[config.mk]
export PLATFORM = sky130hd
export DESIGN_NAME = counter_step_controller
export DESIGN_NICKNAME = d
export VERILOG_FILES = /design/src/rtl/counter_step_controller.sv
export SDC_FILE = /design/constraint.sdc
export NUM_CORES = 1
export LEC_CHECK = 0
export ABC_AREA = 1
export BUFFER_PORTS_ARGS = -buffer_cell sky130_fd_sc_hd__buf_2
export CELL_PAD_IN_SITES_DETAIL_PLACEMENT = 1
export CELL_PAD_IN_SITES_GLOBAL_PLACEMENT = 2
export CORE_UTILIZATION = 33
export DETAILED_ROUTE_END_ITERATION = 16
export PLACE_DENSITY_LB_ADDON = 0.1
export SLEW_MARGIN = 5
export SYNTH_ARGS = -nofsm -noshare
export SYNTH_HDL_FRONTEND = slang
export SYNTH_SLANG_ARGS = --single-unit
[constraint.sdc]
create_clock -name clock -period 1.7 [get_ports clock]
set_input_delay 0 -clock clock [delete_from_list [all_inputs] [get_ports clock]]
set_output_delay 0 -clock clock [all_outputs]
set_load 0.005 [all_outputs]
[src/rtl/counter_step_controller.sv]
// Tick-paced step counter: one step per button press, auto-repeat while held,
// with synchronous preset load, up/down direction and wrap/saturate overflow.
module counter_step_controller #(
  parameter int SIZE         = 4,
  parameter int HOLD_TICKS   = 500,
  parameter int REPEAT_TICKS = 100,
  parameter int TICK_BITS    = 10
) (
  input  logic            clock,
  input  logic            reset,
  input  logic            tick,
  input  logic            stepLevel,
  input  logic            down,
  input  logic            load,
  input  logic [SIZE-1:0] loadValue,
  input  logic            wrapEnable,
  output logic [SIZE-1:0] value,
  output logic            stepPulse,
  output logic            carry,
  output logic            holding
);

  typedef enum logic [1:0] {IDLE, HOLD, REPEAT} state_t;

  localparam logic [TICK_BITS-1:0] HOLD_LAST   = TICK_BITS'(HOLD_TICKS - 1);
  localparam logic [TICK_BITS-1:0] REPEAT_LAST = TICK_BITS'(REPEAT_TICKS - 1);

  state_t                state;
  logic [TICK_BITS-1:0]  tickCount;
  logic                  prevStep;
  logic                  pressEdge;
  logic                  stepReq;
  logic [SIZE+1:0]       stepRes;

  // Returns {applied, wrapped, nextValue}; a saturating overflow is not applied.
  function automatic logic [SIZE+1:0] stepCalc(input logic [SIZE-1:0] cur,
                                               input logic dn,
                                               input logic wrap);
    logic [SIZE-1:0] maxV;
    logic [SIZE-1:0] nxt;
    maxV = '1;
    nxt  = dn ? (cur - 1'b1) : (cur + 1'b1);
    if ((!dn && cur == maxV) || (dn && cur == '0))
      return wrap ? {1'b1, 1'b1, nxt} : {2'b00, cur};
    return {1'b1, 1'b0, nxt};
  endfunction

  assign pressEdge = stepLevel & ~prevStep;
  assign stepRes   = stepCalc(value, down, wrapEnable);

  always_comb begin
    stepReq = 1'b0;
    case (state)
      IDLE:    stepReq = pressEdge;
      HOLD:    stepReq = stepLevel & tick & (tickCount == HOLD_LAST);
      REPEAT:  stepReq = stepLevel & tick & (tickCount == REPEAT_LAST);
      default: stepReq = 1'b0;
    endcase
  end

  always_ff @(posedge clock or posedge reset) begin
    if (reset) begin
      value     <= '0;
      stepPulse <= 1'b0;
      carry     <= 1'b0;
      holding   <= 1'b0;
      state     <= IDLE;
      tickCount <= '0;
      prevStep  <= 1'b1;
    end else begin
      prevStep  <= stepLevel;
      stepPulse <= 1'b0;
      carry     <= 1'b0;

      // A load discards any step in the same clock; the FSM below is unaffected.
      if (load) begin
        value <= loadValue;
      end else if (stepReq && stepRes[SIZE+1]) begin
        value     <= stepRes[SIZE-1:0];
        stepPulse <= 1'b1;
        carry     <= stepRes[SIZE];
      end

      case (state)
        IDLE: begin
          if (pressEdge) begin
            state     <= HOLD;
            tickCount <= '0;
            holding   <= 1'b1;
          end
        end
        HOLD: begin
          if (!stepLevel) begin
            state     <= IDLE;
            tickCount <= '0;
            holding   <= 1'b0;
          end else if (tick) begin
            if (tickCount == HOLD_LAST) begin
              state     <= REPEAT;
              tickCount <= '0;
            end else begin
              tickCount <= tickCount + 1'b1;
            end
          end
        end
        REPEAT: begin
          if (!stepLevel) begin
            state     <= IDLE;
            tickCount <= '0;
            holding   <= 1'b0;
          end else if (tick) begin
            if (tickCount == REPEAT_LAST) tickCount <= '0;
            else                          tickCount <= tickCount + 1'b1;
          end
        end
        default: begin
          state     <= IDLE;
          tickCount <= '0;
          holding   <= 1'b0;
        end
      endcase
    end
  end

endmodule

# Word level (Yosys, flattened, before mapping)
# Index checks and enable logic that the tools add are counted.
# word_totals
elab_cells	69
regBits	20
out_inout_bits	7
inputBits	11
# classes
reduce_logical	13
eq_ne	12
muxes	29
add_sub_neg	3
bitwise_logic	5
# op_table
cell	count
$mux 10	7
$pmux 10 s3	1
$mux 6	3
$mux 4	3
$add 10x1->10 const B	1
$eq 10x7->1 const B	1
$eq 10x9->1 const B	1
$mux 2	5
$ne 3x3->1 const B	3
$mux 1	7
$ne 2x2->1 const B	3
$pmux 2 s3	1
$add 4x1->4 const B	1
$and 1x1->1	4
$eq 4x4->1 const B	1
$logic_not 4->1	1
$ne 4x4->1 const B	1
$reduce_and 2->1	2
$reduce_and 4->1	1
$sub 4x1->4 const B	1
$logic_and 1x1->1	3
$pmux 1 s3	1
$reduce_and 3->1	1
$eq 2x1->1 const B	1
8 further kinds	8

# Longest topological paths before layout
# depth
ltp_word	8
depth_mapped	11
depth_no_buf	11

# Worst setup path before layout
# OpenSTA, ideal clock, no wires.
# synth_path
kind	register to register
startpoint	register state[0]
endpoint	register tickCount[8]
setup_time_ns	0.125
path_buffers	0
arrival_ns	1.346
slack_ns	0.229
required_time_ns	1.575
synth_period_minus_slack_ns	1.471
path_stages_with_launch	11
cell_sequence	dfrtp_1 inv_1 ha_1 nand2_1 inv_1 nand2_1 nand3_4 nor2_4 nand2_1 nor2_1 nor3b_2
# synth_between
elab_chain_cells	3
elab_cells_between_ends	8
cone_classes	eq/ne (5); mux (1); reduce/logical (2)
# synth_lines
item	line	text
start, declared	28	state_t state;
start signal, assigned	67	state <= IDLE;
start signal, assigned	87	state <= HOLD;
start signal, assigned	94	state <= IDLE;
$eq 2x2->1, or another cell as far along	84	case (state)
$ne 3x3->1 (no source line) / $ne 2x2->1 (equally long branches)	--	
$reduce_and 3->1 (no source line)	--	
end signal, assigned	102	tickCount <= tickCount + 1'b1;
end signal, assigned	113	else tickCount <= tickCount + 1'b1;
end, declared	29	logic [TICK_BITS-1:0] tickCount;
# Parallel ways exist; a longest one is shown, timed or not.
# A chain may end at the register's enable or synchronous reset.

# Worst setup path after layout
# layout_path
startpoint	register state[1]
endpoint	register tickCount[8]
# Same word-level chain as after synthesis.

==> Implementation_results.wiki <==
{| class="wikitable"
! Metric !! Value
|-
| Actual slew at the worst max-slew pin || 266 ps
|-
| Inserted Clock Buffers || 3
|-
| Maximum clock rate || 643 MHz
|-
| Cell breakdown of the critical path || inv_2, ha_1, nand2_2, inv_2, nand2_2, nand3_4, nor2_4, nand2_2, nand2_1, nor3b_2
|-
| Worst slew margin || 82.2%
|-
| Launching element type of the critical path || register
|-
| Cell repeated most along the worst path || sky130_fd_sc_hd__nand2_2
|-
| Antenna Cells || 0
|-
| Average wire length per cell after detail routing || 12.5 µm
|-
| Ys Warns || 0
|-
| Number of max-slew violations in the final report || 0
|-
| Pwr dens || 1230 nW/µm²
|-
| Total die area || 4200 µm²
|-
| DR pass1 iterations || 2
|-
| Detailed-route vias per instance || 4.72
|-
| Detailed router's first-iteration violation count || 28
|-
| Max-cap violation count || 0
|-
| Share of the yosys chip area belonging to registers || 38.6%
|-
| Via count of the first global-routing pass || 1,250
|-
| Number of remaining DRC errors || 0
|-
| Peak VDD IR || 0.000880 V
|-
| Setup repair after global routing missed its margin || false
|-
| Total power of the final layout || 1.98 mW
|-
| Final Cycle Share || 91.4%
|-
| Final HPWL from detailed placement || 2.35 mm
|-
| Core Footprint || 3720 µm²
|-
| Post-layout nets || 216
|-
| Total of flip-flops plus latches after synthesis || 20
|-
| Synth-to-layout area growth || 23.9%
|-
| Placer Congestion || 0.761
|-
| Final Hold Violating Endpoints || 0
|-
| Hold Path Class || in -> reg
|-
| Largest fanout of any net on the critical path || 5
|-
| Cell Rows || 22
|-
| First-pass GRT wire length || 5.48 mm
|-
| Remaining number of nets flagged by the antenna check after routing || 0
|-
| Count of clock tree sinks || 20
|-
| Aggregate routed wire length || 3.04 mm
|-
| Run status || finished clean
|-
| Die Height || 64.8 µm
|-
| Clock latency of the later-clocked register in the worst-skew pair || 260 ps
|-
| Mapped Area || 1300 µm²
|-
| Startpoint-to-endpoint class of the critical path || reg -> reg
|-
| Starting utilization of the core area || 35.0%
|-
| Static Leak || 0.803 nW
|-
| CP top delay family || simple AND/OR/NAND/NOR gates
|-
| Distinct cells, synth || 26
|-
| Overflow after GRT || 0
|-
| Clock root buffer || sky130_fd_sc_hd__clkbuf_8
|-
| Average instance area after synthesis || 7.84 µm²
|-
| Longest Clk Path Bufs || 2
|-
| Antenna violations before repair || 0
|-
| Post-synthesis net count || 185
|-
| Maximum number of pins on one net before global-route repair || 21
|-
| Post-synthesis instance total || 166
|-
| Routed via count || 1,151
|-
| Setup violation total in the final timing report || 0
|-
| Buffer and inverter count on the worst path || 2
|-
| Crit-path slowest cell || sky130_fd_sc_hd__dfrtp_2
|-
| Count of input and output buffers || 17
|-
| Ports || 18
|-
| CTS tree || yes
|-
| Endpoint required time on the critical path || 1890 ps
|-
| Total Routing Usage GR || 17.0%
|-
| Reg clk slew, reported paths || 80 ps
|-
| Final min period || 1550 ps
|-
| Worst clock skew || 3.91 ps
|-
| Summed negative setup slack over all endpoints || 0 ps
|-
| Hold Path Depth || 5
|-
| Horizontal extent of the die || 64.8 µm
|-
| Hold Slack || 41.3 ps
|-
| R2R depth || 10
|-
| Proportion of layout cells with a drive suffix above 1 || 29.1%
|-
| Type of destination of the critical path || register
|-
| H-tree depth || 1
|-
| Total stage count of the critical path || 10
|-
| Endpoint arrival time on the critical path || 1740 ps
|-
| Max incr delay on CP || 420 ps
|}
[routing by layer]
layer | wire length (µm) | GRT usage [%] | up-vias
met4 | 45 | 6.67 | 0
met3 | 55 | 2.64 | 5
met5 | 0 | 0 | -
met2 | 1530 | 29.9 | 12
li1 | - | - | 583
met1 | 1410 | 20.5 | 551
[cell usage in the layout (no fill, tap or decap), drive strengths merged]
cell	instances
nand2	52
inv	22
buf	22
nor2	20
dfrtp	19
nand3	15
o21ai	10
ha	7
xor2	6
dlygate4sd3	4
nor3	4
clkbuf	4
a21oi	3
nand4	2
or2	1
a31oi	1
nor3b	1
xnor2	1
fa	1
dfstp	1
[worst register-to-register path, cell delays in order (launching register included)]
cell                      delay, ps
sky130_fd_sc_hd__dfrtp_2        420
sky130_fd_sc_hd__inv_2           60
sky130_fd_sc_hd__ha_1           180
sky130_fd_sc_hd__nand2_2         80
sky130_fd_sc_hd__inv_2           50
sky130_fd_sc_hd__nand2_2         80
sky130_fd_sc_hd__nand3_4        140
sky130_fd_sc_hd__nor2_4         190
sky130_fd_sc_hd__nand2_2         70
sky130_fd_sc_hd__nand2_1         60
sky130_fd_sc_hd__nor3b_2        150
[final cells by class]
class,instances,area [µm²]
timing repair buffer,26,163
multi-input combinational,124,759
fill,470,2100
sequential,20,503
clock buffer,4,45.0
inverter,22,82.6
tap,48,60.1
[report_power, final]
| part | internal [mW] | total [mW] | switching [mW] |
|---|---|---|---|
| combinational | 0.395 | 0.977 | 0.582 |
| sequential | 0.571 | 0.683 | 0.112 |
| clock | 0.167 | 0.325 | 0.158 |
[repair_timing]
item                                   4_1_cts  5_1_grt
buffers inserted                             0        3
setup endpoints to repair                    0       13
endpoints found under the hold margin       21        0
hold buffers                                 4        0
gates resized for setup                      0       18
[logic make-up after synthesis]
family	share of synthesized area (%)
compound gates	7.21
simple gates	34.9
buf+inv	6.35
flops	38.6
fa+ha+maj	8.27
xor+xnor	4.71
[cell usage after synthesis (all sizes together)]
cell type  instances  area, µm²
a21oi              3       26.3
a31oi              1       6.26
dfrtp             19        475
dfstp              1       26.3
fa                 1       20.0
ha                 7       87.6
inv               22       82.6
nand2             52        218
nand3             15       87.6
nand4              2       12.5
nor2              20       92.6
nor3               4       25.0
nor3b              1       12.5
o21ai             10       61.3
or2                1       6.26
xnor2              1       8.76
xor2               6       52.6
[worst paths after layout]
check | from | slack (ps) | endpoint
min in group asynchronous | reset | 320 | value[0]$_DFFE_PP0P_
min reg2reg | holding$_DFFE_PP0P_ | 490 | holding$_DFFE_PP0P_
max reg2reg | state[1]$_DFFE_PP0P_ | 150 | tickCount[8]$_DFFE_PP0P_
min | loadValue[1] | 40 | value[1]$_DFFE_PP0P_
max | state[1]$_DFFE_PP0P_ | 150 | tickCount[8]$_DFFE_PP0P_
max in group asynchronous | reset | 1110 | prevStep$_DFF_PP1_
[stage by stage]
step                area, µm²  util (%)  std cells  setup WS [ps]
finish                   1610      43.4        244            146
global route             1610      43.4        244           7.71
CTS                      1550      41.6        241           17.5
detailed placement       1460      39.3        233           23.7
global placement         1460      39.3        233           79.6
floorplan                1300         -        166            229
[sequential cells by signal, indices dropped and copies added (netlist names)]
name       cells
stepPulse      1
prevStep       1
state          2
value          4
holding        1
carry          1
tickCount     10
Power figures use the tool's default switching activity.
